[config.mk]
export PLATFORM = sky130hd
export DESIGN_NAME = buzzer_voice_sustain
export DESIGN_NICKNAME = d
export VERILOG_FILES = /design/src/rtl/buzzer_voice_sustain.sv
export SDC_FILE = /design/constraint.sdc
export NUM_CORES = 1
export LEC_CHECK = 0
export ABC_AREA = 1
export BUFFER_PORTS_ARGS = -buffer_cell sky130_fd_sc_hd__buf_2
export CAP_MARGIN = 5
export CORE_AREA = 2 2 165 167
export CTS_CLUSTER_DIAMETER = 50
export DETAILED_ROUTE_END_ITERATION = 8
export DIE_AREA = 0 0 167 169
export HOLD_SLACK_MARGIN = 0.05
export MAX_ROUTING_LAYER = met4
export PLACE_DENSITY_LB_ADDON = 0.3
export RECOVER_POWER = 100
export SYNTH_ARGS = -nofsm -noshare
export SYNTH_HDL_FRONTEND = slang
export SYNTH_SLANG_ARGS = --single-unit
[constraint.sdc]
create_clock -name iClk -period 2.56 [get_ports iClk]
set_input_delay 0 -clock iClk [delete_from_list [all_inputs] [get_ports iClk]]
set_output_delay 0 -clock iClk [all_outputs]
set_load 0.05 [all_outputs]
[src/rtl/buzzer_voice_sustain.sv]
// Multi-channel buzzer voice with per-key sustain and sounding-note selection.
// Optional macro BUZZER_LAST_NOTE_PRIORITY_EN: select the most recently pressed note.

module buzzer_voice_channel #(
    parameter int CNT_W = 21
) (
    input  logic             clk_i,
    input  logic             rst_n_i,
    input  logic             key_i,
    input  logic [CNT_W-1:0] hold_i,      // live hold register, used for sustain expiry
    input  logic [CNT_W-1:0] hold_rel_i,  // hold value seen by a channel releasing this edge
    output logic             ring_o,
    output logic             ring_d_o
);
    typedef enum logic [1:0] {IDLE = 2'd0, HELD = 2'd1, SUSTAIN = 2'd2} state_e;

    state_e           state_q, state_d;
    logic [CNT_W-1:0] cnt_q, cnt_d;

    always_ff @(posedge clk_i or negedge rst_n_i) begin
        if (!rst_n_i) begin
            state_q <= IDLE;
            cnt_q   <= '0;
        end else begin
            state_q <= state_d;
            cnt_q   <= cnt_d;
        end
    end

    always_comb begin
        state_d = state_q;
        cnt_d   = cnt_q;
        case (state_q)
            IDLE: begin
                cnt_d = '0;
                if (key_i) state_d = HELD;
            end
            HELD: begin
                cnt_d = '0;
                if (!key_i) begin
                    if (hold_rel_i != '0) begin
                        state_d = SUSTAIN;
                        cnt_d   = CNT_W'(1);
                    end else begin
                        state_d = IDLE;
                    end
                end
            end
            SUSTAIN: begin
                // A re-press wins over expiry so the note never drops out.
                if (key_i) begin
                    state_d = HELD;
                    cnt_d   = '0;
                end else if (cnt_q >= hold_i) begin
                    state_d = IDLE;
                    cnt_d   = '0;
                end else begin
                    cnt_d = cnt_q + CNT_W'(1);
                end
            end
            default: begin
                state_d = IDLE;
                cnt_d   = '0;
            end
        endcase
    end

    assign ring_o   = (state_q != IDLE);
    assign ring_d_o = (state_d != IDLE);
endmodule

module buzzer_voice_sustain #(
    parameter int CHANNELS    = 8,
    parameter int CNT_W       = 21,
    parameter int HOLD_CYCLES = 200000
) (
    input  logic                        iClk,
    input  logic                        iReset_n,
    input  logic [CHANNELS-1:0]         iKey,
    input  logic                        iHoldLoad,
    input  logic [CNT_W-1:0]            iHoldValue,
    output logic [CHANNELS-1:0]         oRing,
    output logic                        oNoteValid,
    output logic [$clog2(CHANNELS)-1:0] oNoteIdx,
    output logic                        oNoteNew
);
    localparam int IDX_W = $clog2(CHANNELS);

    logic [CNT_W-1:0]    hold_q, hold_rel;
    logic [CHANNELS-1:0] ring_d;
    logic                valid_q, valid_d, new_q, new_d;
    logic [IDX_W-1:0]    idx_q, idx_d, low_idx, sel_idx;

    assign hold_rel = iHoldLoad ? iHoldValue : hold_q;

    always_ff @(posedge iClk or negedge iReset_n) begin
        if (!iReset_n) hold_q <= CNT_W'(HOLD_CYCLES);
        else if (iHoldLoad) hold_q <= iHoldValue;
    end

    for (genvar k = 0; k < CHANNELS; k++) begin : g_ch
        buzzer_voice_channel #(.CNT_W(CNT_W)) u_ch (
            .clk_i     (iClk),
            .rst_n_i   (iReset_n),
            .key_i     (iKey[k]),
            .hold_i    (hold_q),
            .hold_rel_i(hold_rel),
            .ring_o    (oRing[k]),
            .ring_d_o  (ring_d[k])
        );
    end

    always_comb begin
        low_idx = '0;
        for (int k = CHANNELS - 1; k >= 0; k--)
            if (ring_d[k]) low_idx = IDX_W'(k);
    end

`ifdef BUZZER_LAST_NOTE_PRIORITY_EN
    // A channel enters HELD exactly when its key is sampled high after an edge that sampled it low.
    logic [CHANNELS-1:0] key_q, entered;
    logic [IDX_W-1:0]    last_q, last_d, ent_idx;

    assign entered = iKey & ~key_q;

    always_comb begin
        ent_idx = '0;
        for (int k = CHANNELS - 1; k >= 0; k--)
            if (entered[k]) ent_idx = IDX_W'(k);
        last_d  = (|entered) ? ent_idx : last_q;
        sel_idx = ring_d[last_d] ? last_d : low_idx;
    end

    always_ff @(posedge iClk or negedge iReset_n) begin
        if (!iReset_n) begin
            key_q  <= '0;
            last_q <= '0;
        end else begin
            key_q  <= iKey;
            last_q <= last_d;
        end
    end
`else
    assign sel_idx = low_idx;
`endif

    // Selection is taken from the next-state ring vector so it lines up with oRing.
    always_comb begin
        valid_d = |ring_d;
        idx_d   = valid_d ? sel_idx : idx_q;
        new_d   = valid_d && (!valid_q || (idx_d != idx_q));
    end

    always_ff @(posedge iClk or negedge iReset_n) begin
        if (!iReset_n) begin
            valid_q <= 1'b0;
            idx_q   <= '0;
            new_q   <= 1'b0;
        end else begin
            valid_q <= valid_d;
            idx_q   <= idx_d;
            new_q   <= new_d;
        end
    end

    assign oNoteValid = valid_q;
    assign oNoteIdx   = idx_q;
    assign oNoteNew   = new_q;
endmodule

# Word-level counts from Yosys, hierarchy flattened
# Index checks and enable logic that the tools add are counted.
totals:
  register_bits: 210
  input_bits: 32
  output_inout_bits: 13
  elab_cells: 166
op_classes:
  add_sub_neg: 8
  order_cmp: 8
  eq_ne: 17
  n_mux: 84
  reduce_logical: 29
op_table:
  columns: ["operator", "n"]
  rows:
  - ["$mux 21", 21]
  - ["$pmux 21 s2", 8]
  - ["$add 21x1->21 const B", 8]
  - ["$ge 21x21->1", 8]
  - ["$mux 2", 33]
  - ["$pmux 2 s3", 8]
  - ["$reduce_bool 2->1", 16]
  - ["$mux 3", 9]
  - ["$reduce_bool 21->1", 1]
  - ["$eq 2x1->1 const B", 8]
  - ["$eq 2x2->1 const B", 8]
  - ["$logic_not 2->1", 8]
  - ["$reduce_or 8->1", 1]
  - ["$mux 1", 5]
  - ["$ne 3x3->1", 1]
  - ["$logic_and 1x1->1", 1]
  - ["$logic_not 1->1", 1]
  - ["$logic_or 1x1->1", 1]

# Longest topological paths before layout
# Gate-level depths: netlist of the first run.
logic_depth:
  word_depth: 18
  ltp_mapped: 25
  depth_no_buf: 25

# By module
# Synthesis of the first run repeated with hierarchy kept, for this count alone.
hier_totals:
  hier_cells: 2385
  hier_area_um2: 17184.0
by_module_without_submodules:
  columns: ["mod", "instances", "cells_each", "area_each_um2", "seq_area_each_um2"]
  rows:
  - ["buzzer_voice_channel at g_ch[0].u_ch ...", 6, 284, 1998.2, 575.6]
  - ["buzzer_voice_channel at g_ch[7].u_ch", 1, 302, 2082.0, 575.6]
  - ["buzzer_voice_channel at g_ch[3].u_ch", 1, 284, 2009.4, 575.6]
  - ["buzzer_voice_sustain", 1, 95, 1103.6, 658.1]

# Worst setup path after synthesis of the first run
# No wires, ideal clock.
synth_path:
  path_type: "reg2reg"
  startpoint: "register hold_q[6]"
  endpoint: "register g_ch[4].u_ch.cnt_q[0]"
  setup_time_ns: 0.083
  arrival_ns: 2.374
  required_ns: 2.477
  slack_ns: 0.102
  stages_incl_launch_ff: 15
  path_buffers: 1
  synth_period_minus_slack_ns: 2.458
  path_cell_list: "dfstp_2 > inv_1 > ha_1 > nand2_1 > inv_1 > o21ai_0 > nand2_1 > a21oi_1 > nand2_1 > nand2_1 > nand3_1 > nor3_1 > clkinv_1 > clkbuf_1 > o22ai_1"
synth_between:
  elab_chain_cells: 5
  elab_cells_between_ends: 8
  classes_between: "order compare (1); mux (6); reduce/logical (1)"
synth_rtl:
  columns: ["item", "line", "source"]
  rows:
  - ["start, declared", "89", "logic [CNT_W-1:0] hold_q, hold_rel;"]
  - ["start signal, assigned", "97", "if (!iReset_n) hold_q <= CNT_W'(HOLD_CYCLES);"]
  - ["start signal, assigned", "98", "else if (iHoldLoad) hold_q <= iHoldValue;"]
  - ["parallel branches: the longest is 4 deep, another holds $ge 21x21->1", null, null]
  - ["$pmux 21 s2 *", "33", "case (state_q)"]
  - ["net g_ch[4].u_ch.cnt_d[0]", "18", "logic [CNT_W-1:0] cnt_q, cnt_d;"]
  - ["end signal, assigned", "26", "cnt_q <= cnt_d;"]
  - ["end, declared", "18", null]
# Mark *: on every way through the listed nets, which the timed path passes.

# Worst setup path in the final report of the first run
layout_path:
  startpoint: "register hold_q[16]"
  endpoint: "register new_q (netlist: oNoteNew)"
layout_between:
  elab_chain_cells: 18
  elab_cells_between_ends: 64
  classes_between: "order compare (8); eq/ne (1); mux (43); reduce/logical (12)"
layout_rtl:
  columns: ["item", "line", "source"]
  rows:
  - ["parallel branches: the longest is 17 deep, another holds $ge 21x21->1", null, null]
  - ["$logic_and 1x1->1 *", "151", "new_d = valid_d && (!valid_q || (idx_d != idx_q));"]
  - ["net new_d", "91", "logic valid_q, valid_d, new_q, new_d;"]
  - ["end signal, assigned", "162", "new_q <= new_d;"]
  - ["end, declared", "91", null]
# Marks and branches as above.

==> results of run 1 <==
==> state kept, by name (all words and copies together) (netlist names) <==
name,count
g_ch.u_ch.cnt_q,168
g_ch.u_ch.state_q,16
hold_q,21
oNoteIdx,3
oNoteNew,1
oNoteValid,1
==> metal layers <==
layer	share of wire, %	vias up	wire, µm	track usage [%]
met4	8.1	0	4387	15.48
met3	9.0	367	4884	4.513
met1	36	7606	19330	38.21
li1	-	7419	-	-
met2	47	973	25710	57.61
met5	0	-	0	-
==> worst min-delay path, stage by stage <==
cell     delay (ns)
buf_2          0.13
buf_4          0.16
nand2_1        0.11
o21ai_1        0.12
buf_4          0.14
==> cells by family (layout without fill, tap and decap cells) <==
group                      after synthesis  in the layout  synth area share [%]
adders and majority gates              208            208                 17.18
buffers and inverters                  324            742                 8.324
AOI/OAI and AO/OA                      249            249                 8.969
xor gates and xnor gates                54             54                 3.122
DFF                                    210            210                 34.73
and+or+nand+nor                        978            978                 27.67
==> final cells by class <==
class | count | area (µm²) | area share (%)
clock buffers | 38 | 872.1 | 4.072
clock inverters | 19 | 242.7 | 1.134
inverters | 299 | 1131 | 5.282
multi-input cells | 1489 | 10160 | 47.44
flip-flops and latches | 210 | 5264 | 24.58
well taps | 341 | 426.7 | 1.992
repair buffers | 386 | 3319 | 15.50
==> what timing repair did <==
action	CTS	global route
hold endpoints to repair	295	0
setup buffers	10	27
gates resized for setup	106	284
setup endpoints to repair	30	110
pin swaps	47	98
gates cloned	0	7
hold buffers	51	0
==> where the power goes <==
part | switching, mW | internal (mW) | leakage [nW]
registers | 0.239 | 3.57 | 2.85
logic | 3.45 | 2.07 | 6.86
clock network | 1.71 | 2.92 | 0.554
total | 5.40 | 8.55 | 10.3
==> cell usage in the layout (no fill, tap or decap), types with 6 or more instances in the layout <==
| cell type | synthesis | routed |
|---|---|---|
| nor3_4 | 0 | 15 |
| and3_1 | 10 | 7 |
| nor2_1 | 282 | 220 |
| xnor2_1 | 17 | 17 |
| ha_4 | 0 | 30 |
| xor2_1 | 37 | 37 |
| nand3_2 | 1 | 18 |
| buf_6 | 1 | 21 |
| inv_1 | 297 | 284 |
| nor3_2 | 5 | 34 |
| buf_12 | 0 | 21 |
| clkbuf_16 | 0 | 35 |
| a21oi_2 | 0 | 14 |
| nand3_1 | 64 | 46 |
| nand2_1 | 434 | 381 |
| buf_4 | 9 | 237 |
| ha_1 | 208 | 174 |
| buf_2 | 3 | 44 |
| clkinv_2 | 0 | 8 |
| dfrtp_1 | 204 | 203 |
| a21oi_1 | 129 | 115 |
| nor3b_2 | 0 | 14 |
| inv_2 | 1 | 12 |
| o21ai_2 | 0 | 10 |
| nor2_4 | 0 | 28 |
| o21ai_0 | 66 | 49 |
| dlygate4sd3_1 | 0 | 50 |
| nor4_1 | 13 | 6 |
| nand4_1 | 44 | 44 |
| nor3b_1 | 24 | 10 |
| dfstp_2 | 6 | 6 |
| nor3_1 | 91 | 47 |
| nand2_2 | 0 | 44 |
| nand2_4 | 0 | 9 |
| a31oi_1 | 10 | 10 |
| o21a_1 | 10 | 10 |
| o21ai_1 | 5 | 12 |
| nor2_2 | 0 | 34 |
| clkbuf_8 | 0 | 7 |
==> per-stage QoR <==
| stage | utilization (%) | cells | area (µm²) | setup WS, ns |
|---|---|---|---|---|
| 3_5_place_dp | 67.12 | 2630 | 17790 | -0.5215 |
| 4_1_cts | 75.42 | 2748 | 19990 | -0.3117 |
| 3_3_place_gp | 67.12 | 2630 | 17790 | -0.5176 |
| 6_report | 80.81 | 2782 | 21410 | -0.7764 |
| 5_1_grt | 80.81 | 2782 | 21410 | -0.8082 |
| 2_1_floorplan | - | 2023 | 15150 | 0.1023 |
==> how the worst max path moves through the flow <==
| stage | start | end | slack [ns] | depth (start not counted) |
|---|---|---|---|---|
| after global routing | hold_q[16]$_DFF_PN1_ | oNoteNew$_DFF_PN0_ | -0.81 | 25 |
| after floorplan | hold_q[6]$_DFF_PN1_ | g_ch[4].u_ch.cnt_q[0]$_DFF_PN0_ | 0.10 | 14 |
| after detailed placement | hold_q[17]$_DFF_PN1_ | oNoteNew$_DFF_PN0_ | -0.52 | 22 |
| after CTS | hold_q[17]$_DFF_PN1_ | oNoteNew$_DFF_PN0_ | -0.31 | 23 |
| after global placement | hold_q[17]$_DFF_PN1_ | oNoteNew$_DFF_PN0_ | -0.52 | 22 |
| final | hold_q[16]$_DFF_PN1_ | oNoteNew$_DFF_PN0_ | -0.78 | 25 |
==> impl_metrics.json, run 1 <==
{
  "drt_first_pass_iters": 7,
  "hold_ws_ns": 0.08694,
  "cts_buffer_depth": 3,
  "die_x_um": 167,
  "worstReg2RegStart": "hold_q[16]$_DFF_PN1_",
  "reg2reg_depth": 25,
  "holdPathEnd": "hold_q[17]$_DFF_PN1_",
  "tightest_slew_ns": 1.447,
  "min_period_ns": 3.336,
  "synth_top_area_cell": "dfrtp_1",
  "dp_hpwl_mm": 31.75,
  "placementRows": 60,
  "detail_route.vias_per_cell": 5.882,
  "gp_routability_congestion": 0.9235,
  "crit_family": "simple AND/OR/NAND/NOR gates",
  "hold_crit_class": "input pin to flop",
  "routed_len_inst_um": 19.52,
  "worst-path-max-fanout": 4,
  "fin_setup_tns_ns": -7.548,
  "min_period_over_period_pct": 130.3,
  "number_of_flip_flops_and_latches_in_the_synthesized_netlist": 210,
  "report.final.slew_viol_count": 0,
  "gr-total-overflow": 0,
  "synth_top_flop_cell": "dfrtp_1",
  "drc": 0,
  "clock_buffer_count_from_cts": 31,
  "edff_count_synth": 0,
  "number_of_filler_cells_placed_in_the_layout": 1441,
  "tot_pwr_mw": 13.96,
  "tritoncts": "yes",
  "holdCritStartpoint": "iHoldLoad",
  "netlist-cell-type-count": 43,
  "largest_stage_delay_worst_path_ns": 0.53,
  "status": "finished with violations",
  "antenna_found_initial": 0,
  "antennaDiodeCount": 0,
  "grt_pass1_wl_mm": 73.89,
  "die_height_um": 169,
  "data_required_time_of_the_critical_path_ns": 3.00,
  "crit_buf_inv": 4,
  "gate_count_of_the_mapped_netlist": 2023,
  "worstReg2RegEnd": "oNoteNew$_DFF_PN0_",
  "async_flop_share_pct": 100.0,
  "clock_sink_count": 210,
  "timing.critical_path.mode_cell": "nand2_1",
  "clock-root-buffer": "clkbuf_16",
  "violations": "setup timing",
  "whs_path_depth": 5,
  "first_global_vias": 15410,
  "cts.reportedPaths.clkPinSlew_ns": 0.06,
  "route.antenna.remaining_nets": 0,
  "slew_limit_headroom_pct": 3.515,
  "track_usage_pct": 33.18,
  "worst_ep_arrival_time_ns": 3.78,
  "setup_crit_start_kind": "flop",
  "initialDrtViolationCount": 1499,
  "timing.fmax_mhz": 299.7,
  "synth-seq-area-share_pct": 34.73,
  "portBuffers": 44,
  "cell_types_with_the_largest_area_share_after_synthesis": "dfrtp_1 34%, ha_1 17%, nand2_1 11%",
  "peakVddDrop_v": 0.0009711,
  "power.density_nw_per_um2": 651.8,
  "wl_mm": 54.31,
  "hold_viol": 0,
  "max_cap_viol_count": 0,
  "synthMostInstantiatedCell": "nand2_1",
  "core-area_um2": 26500,
  "dr_total_vias": 16370,
  "setup_slack_of_the_critical_path_after_layout_ns": -0.7764,
  "maximum_number_of_pins_on_one_net_before_global_route_repair": 61,
  "ff2ff_setup_slack_ns": -0.78,
  "critPathSlowestCell": "dfstp_2",
  "drive_above_1_share_pct": 28.02,
  "initial_core_utilization_pct": 57.17,
  "area_growth_syn_to_layout_pct": 41.34,
  "syn_area_um2": 15150,
  "top_level_ports": 45,
  "die-area_um2": 28220,
  "avgSynthCellArea_um2": 7.489,
  "h_tree_depth": 1,
  "synth.top_cells.by_count": "434 x nand2_1, 297 x inv_1, 282 x nor2_1",
  "worst_skew_late_latency_ns": 0.57,
  "mappedNetlistNets": 2263,
  "grt_setup_unrepaired": "yes",
  "worst_setup_path_end_kind": "flop",
  "yosysWarnings": 0,
  "final.setup_skew_ns": 0.02344,
  "finalSetupViolations": 56,
  "synth_top_area_share_pct": 33.69,
  "design.final.nets": 2657,
  "cellLeakagePower_nw": 10.26,
  "worst-setup-path-type": "flop to flop"
}
(Power assumes the default switching activity.)
==> run 2, diff against run 1 <==
ABC_AREA = unset   (was 1)
CORE_AREA = 2 2 181 183   (was 2 2 165 167)
DIE_AREA = 0 0 183 185   (was 0 0 167 169)
==> impl_metrics.json, run 2 <==
{
  "status": "finished with violations",
  "violations": "setup timing",
  "most-common-layout-cells": "283 x buf_4, 203 x dfrtp_1, 187 x ha_1",
  "initialDrtViolationCount": 841,
  "switching_share_pct": 36.14,
  "detail_route.vias_per_cell": 5.442,
  "timing.fmax_mhz": 304.9,
  "top_level_ports": 45,
  "tightest_slew_ns": 0.9664,
  "cellInternalPower_mw": 8.824,
  "p_switching_mw": 4.993,
  "hold_viol": 0,
  "whs_path_depth": 5,
  "peakVddDrop_v": 0.0006013,
  "number_of_filler_cells_placed_in_the_layout": 2535,
  "power.density_nw_per_um2": 679.8,
  "cts_buffer_depth": 3,
  "tritoncts": "yes",
  "worst_setup_path_end_kind": "flop",
  "reg2reg_depth": 13,
  "antenna_found_initial": 0,
  "synthMostInstantiatedCell": "nor2_1",
  "dp_hpwl_mm": 31.23,
  "tot_pwr_mw": 13.82,
  "crit_family": "compound AO/OA/AOI/OAI gates",
  "holdCritStartpoint": "iHoldLoad",
  "worst_ep_arrival_time_ns": 3.73,
  "yosysWarnings": 0,
  "finalSetupViolations": 133,
  "routed_len_inst_um": 18.50,
  "async_flop_share_pct": 100.0,
  "final.setup_skew_ns": 0.01553,
  "area_growth_syn_to_layout_pct": 42.65,
  "layout.cells.non_filler": 2401,
  "slew_limit_headroom_pct": 35.57,
  "die_x_um": 183,
  "comb_power_share_pct": 40.5,
  "max_cap_viol_count": 0,
  "dr_total_vias": 13070,
  "setup_slack_of_the_critical_path_after_layout_ns": -0.7199,
  "post_dp_cell_area_um2": 17340,
  "avgSynthCellArea_um2": 9.175,
  "antennaDiodeCount": 0,
  "portBuffers": 44,
  "route.antenna.remaining_nets": 0,
  "largest_register": "g_ch.u_ch.cnt_q",
  "stdcell_area_um2": 20330,
  "clock-root-buffer": "clkbuf_16",
  "synth_top_area_cell": "dfrtp_1",
  "wl_mm": 44.42,
  "most_common_cell_after_layout_fill_and_taps_aside": "buf_4",
  "drt_first_pass_iters": 5,
  "drive_above_1_share_pct": 33.77,
  "first_global_vias": 12830,
  "synth.top_cells.by_count": "234 x nor2_1, 208 x ha_1, 204 x dfrtp_1",
  "gr-total-overflow": 0,
  "min_period_over_period_pct": 128.1,
  "clock_sink_count": 210,
  "cts.reportedPaths.clkPinSlew_ns": 0.06,
  "cellLeakagePower_nw": 9.250,
  "hold_crit_class": "input pin to flop",
  "critPathSlowestCell": "dfstp_2",
  "holdPathEnd": "hold_q[13]$_DFF_PN0_",
  "crit_buf_inv": 2,
  "worst_skew_late_latency_ns": 0.58,
  "grt_pass1_wl_mm": 65.90,
  "design.final.nets": 2209,
  "core-area_um2": 32040,
  "biggestRegsByFlops": "g_ch.u_ch.cnt_q: 168 flops, hold_q: 21 flops, g_ch.u_ch.state_q: 16 flops",
  "sequentialPowerShare_pct": 27.4,
  "gate_count_of_the_mapped_netlist": 1553,
  "synth_top_area_share_pct": 35.83,
  "power.clock.fraction_pct": 32.1,
  "die_height_um": 185,
  "setup_crit_start_kind": "flop",
  "crit_chain": "clkinvlp_4 > buf_6 > ha_4 > and4_1 > o211a_1 > a22oi_2 > a22oi_2 > nor2_2 > a221o_1 > or3b_4 > o211ai_2 > xnor2_1 > a31oi_1",
  "grt_setup_unrepaired": "yes",
  "synth_top_flop_cell": "dfrtp_1",
  "track_usage_pct": 25.55,
  "clock_buffer_count_from_cts": 31,
  "min_period_ns": 3.280,
  "worstReg2RegEnd": "oNoteNew$_DFF_PN0_",
  "worstReg2RegStart": "hold_q[11]$_DFF_PN1_",
  "die-area_um2": 33860,
  "worst-path-max-fanout": 5,
  "cell_types_with_the_largest_area_share_after_synthesis": "dfrtp_1 36%, ha_1 18%, nor2_1 6.2%",
  "netlist-cell-type-count": 69,
  "number_of_flip_flops_and_latches_in_the_synthesized_netlist": 210,
  "synth-seq-area-share_pct": 36.93,
  "gp_routability_congestion": 0.8835,
  "timing.critical_path.mode_cell": "a22oi_2",
  "fin_setup_tns_ns": -28.32,
  "edff_count_synth": 0,
  "placementRows": 66,
  "syn_area_um2": 14250,
  "maximum_number_of_pins_on_one_net_before_global_route_repair": 65,
  "h_tree_depth": 1,
  "ff2ff_setup_slack_ns": -0.72,
  "dp_cells": 2279,
  "report.final.slew_viol_count": 0,
  "mappedNetlistNets": 1793,
  "worst-setup-path-type": "flop to flop",
  "finish.utilization_pct": 63.44,
  "data_required_time_of_the_critical_path_ns": 3.01,
  "largest_stage_delay_worst_path_ns": 0.55,
  "largest_register_ffs": 168,
  "initial_core_utilization_pct": 44.47,
  "drc": 0
}
==> run 2: power groups by stage <==
stage                     logic (mW)  registers (mW)  clock network [mW]
final                           5.59            3.79                4.43
after global routing            6.00            3.82                4.63
after CTS                       4.81            3.78                4.50
after detailed placement        4.51            3.83                   0
after global placement          4.41            3.82                   0
after floorplan                 2.63            3.92                   0
==> run 2: logic make-up after synthesis <==
kind of cell / Yosys count / share of synthesized area [%]
mux: 8 / 0.7112
fa+ha+maj: 208 / 18.26
flops: 210 / 36.93
simple gates: 612 / 20.35
xor+xnor: 150 / 9.220
buf+inv: 114 / 3.319
compound gates: 251 / 11.20
==> run 2: layout make-up <==
class	count	area, µm²	share of cell area, %
clock buffer	41	843.3	4.149
timing repair buffer	412	3406	16.76
multi-input combinational	1229	9744	47.94
tap	408	510.5	2.512
clock inverter	16	217.7	1.071
sequential	210	5264	25.90
inverter	85	340.3	1.674
==> run 2: routing by layer <==
layer / GRT usage [%] / up-vias / part of all wire [%]
met3: 3.284 / 147 / 4.5
met4: 10.11 / 0 / 5.5
met2: 43.88 / 334 / 49
li1: - / 6295 / -
met1: 30.61 / 6291 / 41
met5: - / - / 0
==> run 2: how the worst max path moves through the flow <==
stage | end | startpoint | slack [ns] | depth (start not counted)
finish | oNoteNew$_DFF_PN0_ | hold_q[11]$_DFF_PN1_ | -0.72 | 13
global route | oNoteNew$_DFF_PN0_ | hold_q[11]$_DFF_PN1_ | -0.85 | 13
CTS | oNoteNew$_DFF_PN0_ | hold_q[11]$_DFF_PN1_ | -0.64 | 13
detailed placement | oNoteNew$_DFF_PN0_ | hold_q[11]$_DFF_PN1_ | -0.74 | 14
global placement | oNoteNew$_DFF_PN0_ | hold_q[11]$_DFF_PN1_ | -0.60 | 14
floorplan | oNoteNew$_DFF_PN0_ | hold_q[16]$_DFF_PN1_ | -0.33 | 12
==> run 2: per-stage QoR <==
stage | setup slack [ns] | hold slack (ns)
final | -0.7199 | 0.1273
after floorplan | -0.3348 | -0.2956
after global routing | -0.8522 | 0.1365
after CTS | -0.6369 | 0.07633
after detailed placement | -0.7402 | -0.03078
after global placement | -0.6026 | -0.03026
==> run 2: timing repair <==
item / 4_1_cts / 5_1_grt
hold buffers: 32 / 0
pin swaps: 21 / 116
cloned: 0 / 12
endpoints found under the setup margin: 149 / 179
buffers inserted: 12 / 13
hold endpoints to repair: 371 / 0
gates resized for setup: 44 / 292
==> run 2: worst register-to-register path, delay by kind of cell, from the launching register on <==
| kind | cells | cell delay [ns] |
|---|---|---|
| compound gates | 6 | 1.13 |
| xor+xnor | 1 | 0.14 |
| fa+ha+maj | 1 | 0.26 |
| buf+inv | 2 | 0.39 |
| flops | 1 | 0.55 |
| simple gates | 3 | 0.70 |
